==> src/rtl/pipe_ctrl_pkg.sv <==
// Shared definitions for the pipeline stall/flush/halt sequencer.
package pipe_ctrl_pkg;

    // Sequencer states
    typedef enum logic [1:0] {
        RUN      = 2'd0,
        MEM_WAIT = 2'd1,
        DRAIN    = 2'd2,
        HALTED   = 2'd3
    } state_t;

    // Number of bubble cycles needed to empty ID..WB after HLT leaves ID
    localparam int unsigned        DRAIN_W      = 2;
    localparam logic [DRAIN_W-1:0] DRAIN_CYCLES = 2'd3;

    // Default register-specifier width
    localparam int unsigned REG_W_DEFAULT = 4;

    // Bundle of bank controls, MSB first as listed
    typedef struct packed {
        logic pc_we;
        logic if_id_we;
        logic id_ex_we;
        logic ex_mem_we;
        logic mem_wb_we;
        logic if_id_flush;
        logic id_ex_flush;
    } ctrl_t;

    // Canonical control patterns
    localparam ctrl_t CTRL_RUN    = 7'b1111100; // everything advances
    localparam ctrl_t CTRL_FLUSH  = 7'b1111111; // advance, squash IF/ID and ID/EX
    localparam ctrl_t CTRL_STALL  = 7'b0011101; // hold PC and IF/ID, bubble into EX
    localparam ctrl_t CTRL_FREEZE = 7'b0000000; // whole pipe frozen

endpackage

==> src/rtl/pipe_hazard_ctrl_sat_counter.sv <==
// Enable-and-saturate up counter; sticks at all-ones.
module sat_counter #(
    parameter int unsigned W = 16
) (
    input  logic         i_clk,
    input  logic         i_rst_n,
    input  logic         i_en,
    output logic [W-1:0] o_count
);

    logic [W-1:0] r_count;

    // Count enabled cycles, stop at the ceiling instead of wrapping
    always_ff @(posedge i_clk or negedge i_rst_n) begin
        if (!i_rst_n) begin
            r_count <= '0;
        end else if (i_en && (r_count != '1)) begin
            r_count <= r_count + 1'b1;
        end
    end

    assign o_count = r_count;

endmodule

==> src/rtl/pipe_hazard_ctrl.sv <==
// Central stall/flush/halt sequencer for the five-stage pipeline.
// Bank controls are combinational from state and hazard inputs; the
// halted flag and the stall-cycle counter are registered.
module pipe_hazard_ctrl
    import pipe_ctrl_pkg::*;
#(
    parameter int unsigned REG_W = REG_W_DEFAULT,
    parameter int unsigned CNT_W = 16
) (
    input  logic             clk,
    input  logic             rst,
    input  logic [REG_W-1:0] id_rs,
    input  logic [REG_W-1:0] id_rt,
    input  logic             id_rs_used,
    input  logic             id_rt_used,
    input  logic             id_hlt,
    input  logic [REG_W-1:0] ex_rd,
    input  logic             ex_is_load,
    input  logic             ex_br_taken,
    input  logic             dmem_req,
    input  logic             dmem_rdy,
    output logic             pc_we,
    output logic             if_id_we,
    output logic             id_ex_we,
    output logic             ex_mem_we,
    output logic             mem_wb_we,
    output logic             if_id_flush,
    output logic             id_ex_flush,
    output logic             halted,
    output logic [CNT_W-1:0] stall_cnt
);

    state_t             r_state;
    logic [DRAIN_W-1:0] r_drain_cnt;
    logic               r_halted;

    state_t             w_state_nxt;
    logic [DRAIN_W-1:0] w_drain_nxt;
    ctrl_t              w_ctrl;
    logic               w_load_use;
    logic               w_freeze;
    logic               w_stall_en;

    // Load-use compare: register 0 is deliberately not special-cased
    always_comb begin
        w_load_use = ex_is_load &
                     ((id_rs_used & (id_rs == ex_rd)) |
                      (id_rt_used & (id_rt == ex_rd)));
    end

    // Priority decode of bank controls and next state
    always_comb begin
        w_ctrl      = CTRL_RUN;
        w_state_nxt = r_state;
        w_drain_nxt = r_drain_cnt;
        w_freeze    = 1'b0;
        unique case (r_state)
            RUN, MEM_WAIT: begin
                // Once waiting, only dmem_rdy releases the freeze
                w_freeze = (r_state == MEM_WAIT) ? !dmem_rdy
                                                 : (dmem_req && !dmem_rdy);
                if (w_freeze) begin
                    w_ctrl      = CTRL_FREEZE;
                    w_state_nxt = MEM_WAIT;
                end else if (ex_br_taken) begin
                    w_ctrl      = CTRL_FLUSH;
                    w_state_nxt = RUN;
                end else if (w_load_use) begin
                    w_ctrl      = CTRL_STALL;
                    w_state_nxt = RUN;
                end else if (id_hlt && (r_state == RUN)) begin
                    w_ctrl      = CTRL_STALL;
                    w_state_nxt = DRAIN;
                    w_drain_nxt = DRAIN_CYCLES;
                end else begin
                    w_ctrl      = CTRL_RUN;
                    w_state_nxt = RUN;
                end
            end
            DRAIN: begin
                // Only bubbles and older instructions remain: branch and
                // load-use inputs are irrelevant here
                w_freeze = dmem_req && !dmem_rdy;
                if (w_freeze) begin
                    w_ctrl = CTRL_FREEZE;
                end else begin
                    w_ctrl      = CTRL_STALL;
                    w_drain_nxt = r_drain_cnt - 1'b1;
                    if (r_drain_cnt == 2'd1) begin
                        w_state_nxt = HALTED;
                    end
                end
            end
            HALTED: begin
                w_ctrl = CTRL_FREEZE;
            end
            default: begin
                w_ctrl      = CTRL_RUN;
                w_state_nxt = RUN;
            end
        endcase
    end

    // State, drain counter and halted flag
    always_ff @(posedge clk or negedge rst) begin
        if (!rst) begin
            r_state     <= RUN;
            r_drain_cnt <= '0;
            r_halted    <= 1'b0;
        end else begin
            r_state     <= w_state_nxt;
            r_drain_cnt <= w_drain_nxt;
            r_halted    <= (w_state_nxt == HALTED);
        end
    end

    // Count cycles the front end is held, excluding the final halt
    always_comb begin
        w_stall_en = !w_ctrl.pc_we && (r_state != HALTED);
    end

    sat_counter #(
        .W(CNT_W)
    ) u_stall_cnt (
        .i_clk   (clk),
        .i_rst_n (rst),
        .i_en    (w_stall_en),
        .o_count (stall_cnt)
    );

    assign pc_we       = w_ctrl.pc_we;
    assign if_id_we    = w_ctrl.if_id_we;
    assign id_ex_we    = w_ctrl.id_ex_we;
    assign ex_mem_we   = w_ctrl.ex_mem_we;
    assign mem_wb_we   = w_ctrl.mem_wb_we;
    assign if_id_flush = w_ctrl.if_id_flush;
    assign id_ex_flush = w_ctrl.id_ex_flush;
    assign halted      = r_halted;

endmodule
==> config.mk <==
export PLATFORM = sky130hd
export DESIGN_NAME = pipe_hazard_ctrl
export DESIGN_NICKNAME = d
export VERILOG_FILES = /design/src/rtl/pipe_ctrl_pkg.sv /design/src/rtl/pipe_hazard_ctrl_sat_counter.sv /design/src/rtl/pipe_hazard_ctrl.sv
export SDC_FILE = /design/constraint.sdc
export NUM_CORES = 1
export LEC_CHECK = 0
export ABC_AREA = 1
export CAP_MARGIN = 20
export CORE_MARGIN = 1.5
export CORE_UTILIZATION = 48
export DETAILED_ROUTE_END_ITERATION = 10
export PLACE_DENSITY = 0.81
export RECOVER_POWER = 100
export SETUP_SLACK_MARGIN = 0.02
export SYNTH_ARGS = -nofsm -noshare
export SYNTH_HDL_FRONTEND = slang
export SYNTH_HIERARCHICAL = 1
export SYNTH_SLANG_ARGS = --single-unit
==> constraint.sdc <==
create_clock -name clk -period 1.8 [get_ports clk]
set_input_delay 0.27 -clock clk [delete_from_list [all_inputs] [get_ports clk]]
set_output_delay 0.27 -clock clk [all_outputs]
set_load 0.005 [all_outputs]
==> results by group <==
Timing
  • Max Fclk: between 0.5 and 0.6 GHz
  • Period utilisation layout: 107%
  • Final Worst Setup Slack: -0.119 ns
  • Setup_tns: -0.436 ns
  • Clk_skew: around 0.0067 ns
  • Final slew viol count: 0
  • Hold slack: 0.493 ns
  • Worst slew margin: between 20% and 30%
  • Tmin final: approximately 1.9 ns
  • RSZ-0062 raised after global routing: yes
  • Worst-Margin Slew: 1.10 ns
  • Hold Violations, Final: 0
  • Final setup vio count: 7

Logic synthesis
  • Synth area leaders: dfrtp_1, nand2_1, inv_1, nor2_1, nand3_1
  • Synth unique cells: 23
  • Syn avg cell area: roughly 6.6 um^2
  • Number of flops mapped to enable cells by yosys: 0
  • Asr flop ratio synth: between 90% and 100%
  • Syn Std Cell Area: approximately 1600 um^2
  • Commonest cells post-synth: nand2_1, inv_1, nor2_1
  • Dominant cell type by area after synthesis: dfrtp_1
  • Synth top area share: between 30 and 40%
  • Yosys reg bits: 21
  • Top-count cell post-synth: nand2_1
  • Yosys warns: 6
  • Synthesized instance count: 237
  • Sequential-to-total area share from yosys stat: 33.6%
  • Primary FF master, synth: dfrtp_1
  • Synthesized net count: 260

GRT
  • Grt ovf: 0
  • Largest net degree at the start of global routing: 22
  • First-pass GRT wire length: approximately 6400 um
  • Number of global-route vias before repair: roughly 1.5k
  • Total GRT Usage: a little under a quarter
  • Initial antenna violation count: 0

Power and ir drop
  • PnR Total Power: between 700 and 800 uW
  • Lkg Pwr: 1.19 nW
  • Peak VDD IR: between 0.0002 and 0.0003 V
  • Power Density: ~330 nW/um^2

Outcome
  • Violated checks: setup timing
  • Status: finished, violations left

Critical path
  • Crit path cell chain: inv_2 > nor2_4 > o21ai_4 > nand2_2 > buf_6 > a21oi_4 > nand2_2 > nand2_4 > buf_2
  • Critical Path AT: between 1.5 and 2 ns
  • Critical-path top delay cell: dfrtp_1
  • Worst setup EP type: output port
  • Crit-path max FO: 3
  • Reg2Reg Depth: 12
  • CP max stage delay: around 0.42 ns
  • Worst setup startpoint: r_state[0]$_DFF_PN0_
  • Startpoint Class: flip-flop
  • Reg-to-Reg Start: r_state[1]$_DFF_PN0_
  • R2r endpoint: u_stall_cnt/o_count[12]$_DFFE_PN0P_
  • R2R Setup Slk: -0.06 ns
  • Most used cell, CP: nand2_2
  • Critical Path End: if_id_we
  • Crit path kind: reg2out
  • WP data required: 1.53 ns

Drt
  • Final ANT Viol Nets: 0
  • DR DRC count: 0
  • Avg Vias per Cell: approximately 5.1
  • DR iter-0 viols: ~130
  • Routed via count: 1756
  • Routed len/inst: around 13 um
  • DRT Pass-1 Iters: 5
  • WL final: ~4500 um

Layout
  • N_diodes: 0
  • Sequential Area: approximately 530 um^2
  • Final Util: between 70% and 80%
  • Area Overhead vs Synth: 55.2%
  • Fin nets: between 300 and 400
  • Multi-input combinational cell area: 1040 um^2
  • Non-Filler Instances: approximately 350
  • Fill cells: 210
  • Layout cells sized above 1: 28.5%

Place
  • GP Congestion: 0.821
  • Post-DP HPWL: a little under 3000 um
  • Placed cells: about 340
  • Port Buffers: 44

Clock network
  • Worst-skew pair later-pin latency: about 0.31 ns
  • CTS clock-pin slew for the worst setup and hold paths: 0.12 ns
  • Root buf cell: clkbuf_4
  • TritonCTS clock tree: done
  • # hold bufs at CTS: 0
  • Bufs on Longest Clock Path: 2
  • H-tree Lvls: 1
  • Clk sinks: 21
  • TritonCTS buffer count: 3

Die
  • Die area: between 3000 and 4000 um^2
  • Die boundary width: 60.1 um
  • Initial core utilization: 50.8%
  • Row count: 20
  • Die Y: about 60 um
  • Io pins: 45
  • Core ar.: 3080 um^2

Hold path
  • Worst Hold Class: reg2reg

Job
  • Max-cap viol count: 0
-- flip-flops by register name, indices dropped and copies added (netlist names) --
signal,cells
halted,1
u_stall_cnt/o_count,16
r_drain_cnt,2
r_state,2
-- per-stage QoR --
step	setup slack [ns]	cell area, um^2
2_1_floorplan	0.111	1560
3_3_place_gp	-0.401	2140
3_5_place_dp	-0.468	2140
4_1_cts	-0.134	2240
5_1_grt	-0.232	2430
6_report	-0.119	2430
-- final cells by class --
class / instances / area share [%]
well taps: 44 / 2.27
multi-input cells: 180 / 43.0
inverters: 32 / 4.95
clock buffers: 4 / 1.08
repair buffers: 65 / 27.0
flip-flops and latches: 21 / 21.7
-- power by group --
part	internal [mW]	leakage, nW	switching [mW]	total, mW
clock network	0.0865	0.0150	0.147	0.233
registers	0.472	0.267	0	0.472
logic	0.0522	0.909	0.0428	0.0949
total	0.610	1.19	0.189	0.800
-- critical path: cells and delay by family (launching register included) --
kind / cells / cell delay [ns]
and+or+nand+nor: 4 / 0.31
DFF: 1 / 0.42
buffers and inverters: 3 / 0.35
AOI/OAI and AO/OA: 2 / 0.27
-- cells in the final DEF, fill, tap and decap left out, types with 5 or more instances in the layout --
cell type / Yosys / final
nand2_4: 0 / 5
nand4_1: 5 / 5
xnor2_1: 7 / 7
clkdlybuf4s50_1: 0 / 28
dlymetal6s2s_1: 0 / 6
nor2_1: 26 / 19
nand2_1: 94 / 74
o21ai_2: 3 / 5
dfrtp_1: 21 / 21
nand3_1: 14 / 14
nor2_2: 3 / 7
inv_1: 30 / 27
buf_6: 2 / 11
buf_4: 3 / 12
nor2_4: 4 / 7
nand2_2: 5 / 19
inv_2: 2 / 5
-- layer usage --
layer	vias to the layer above	share of wire, %	global-route usage, %
met5	-	0	0
met4	0	0.88	4.76
li1	864	-	-
met3	4	6.2	5.19
met1	813	43	32.5
met2	75	50	38.2
-- repair_timing --
| action | in CTS | in global routing |
|---|---|---|
| buffers inserted | 5 | 1 |
| endpoints found under the setup margin | 23 | 23 |
| pin swaps | 7 | 28 |
| resized for setup | 37 | 59 |
| gates cloned | 0 | 2 |
-- worst min-delay path by stage --
stage                                                to  slack (ns)  cells past startpoint                       start
floorplan                              halted$_DFF_PN0_       -0.03                      0                         rst
global placement             r_drain_cnt[1]$_DFFE_PN0P_        0.46                      2  r_drain_cnt[1]$_DFFE_PN0P_
detailed placement           r_drain_cnt[1]$_DFFE_PN0P_        0.47                      2  r_drain_cnt[1]$_DFFE_PN0P_
CTS                 u_stall_cnt/o_count[15]$_DFFE_PN0P_        0.30                      2                         rst
global route                 r_drain_cnt[1]$_DFFE_PN0P_        0.53                      2  r_drain_cnt[1]$_DFFE_PN0P_
finish                       r_drain_cnt[1]$_DFFE_PN0P_        0.49                      2  r_drain_cnt[1]$_DFFE_PN0P_
-- logic make-up after synthesis --
logic type      Yosys count  share of synthesized area, %
simple gates            153                          43.2
buf+inv                  37                          10.6
flops                    21                          33.6
compound gates           16                          6.57
xor+xnor                  8                          4.48
fa+ha+maj                 2                          1.60
No activity file was read; power rests on OpenSTA's default activity.
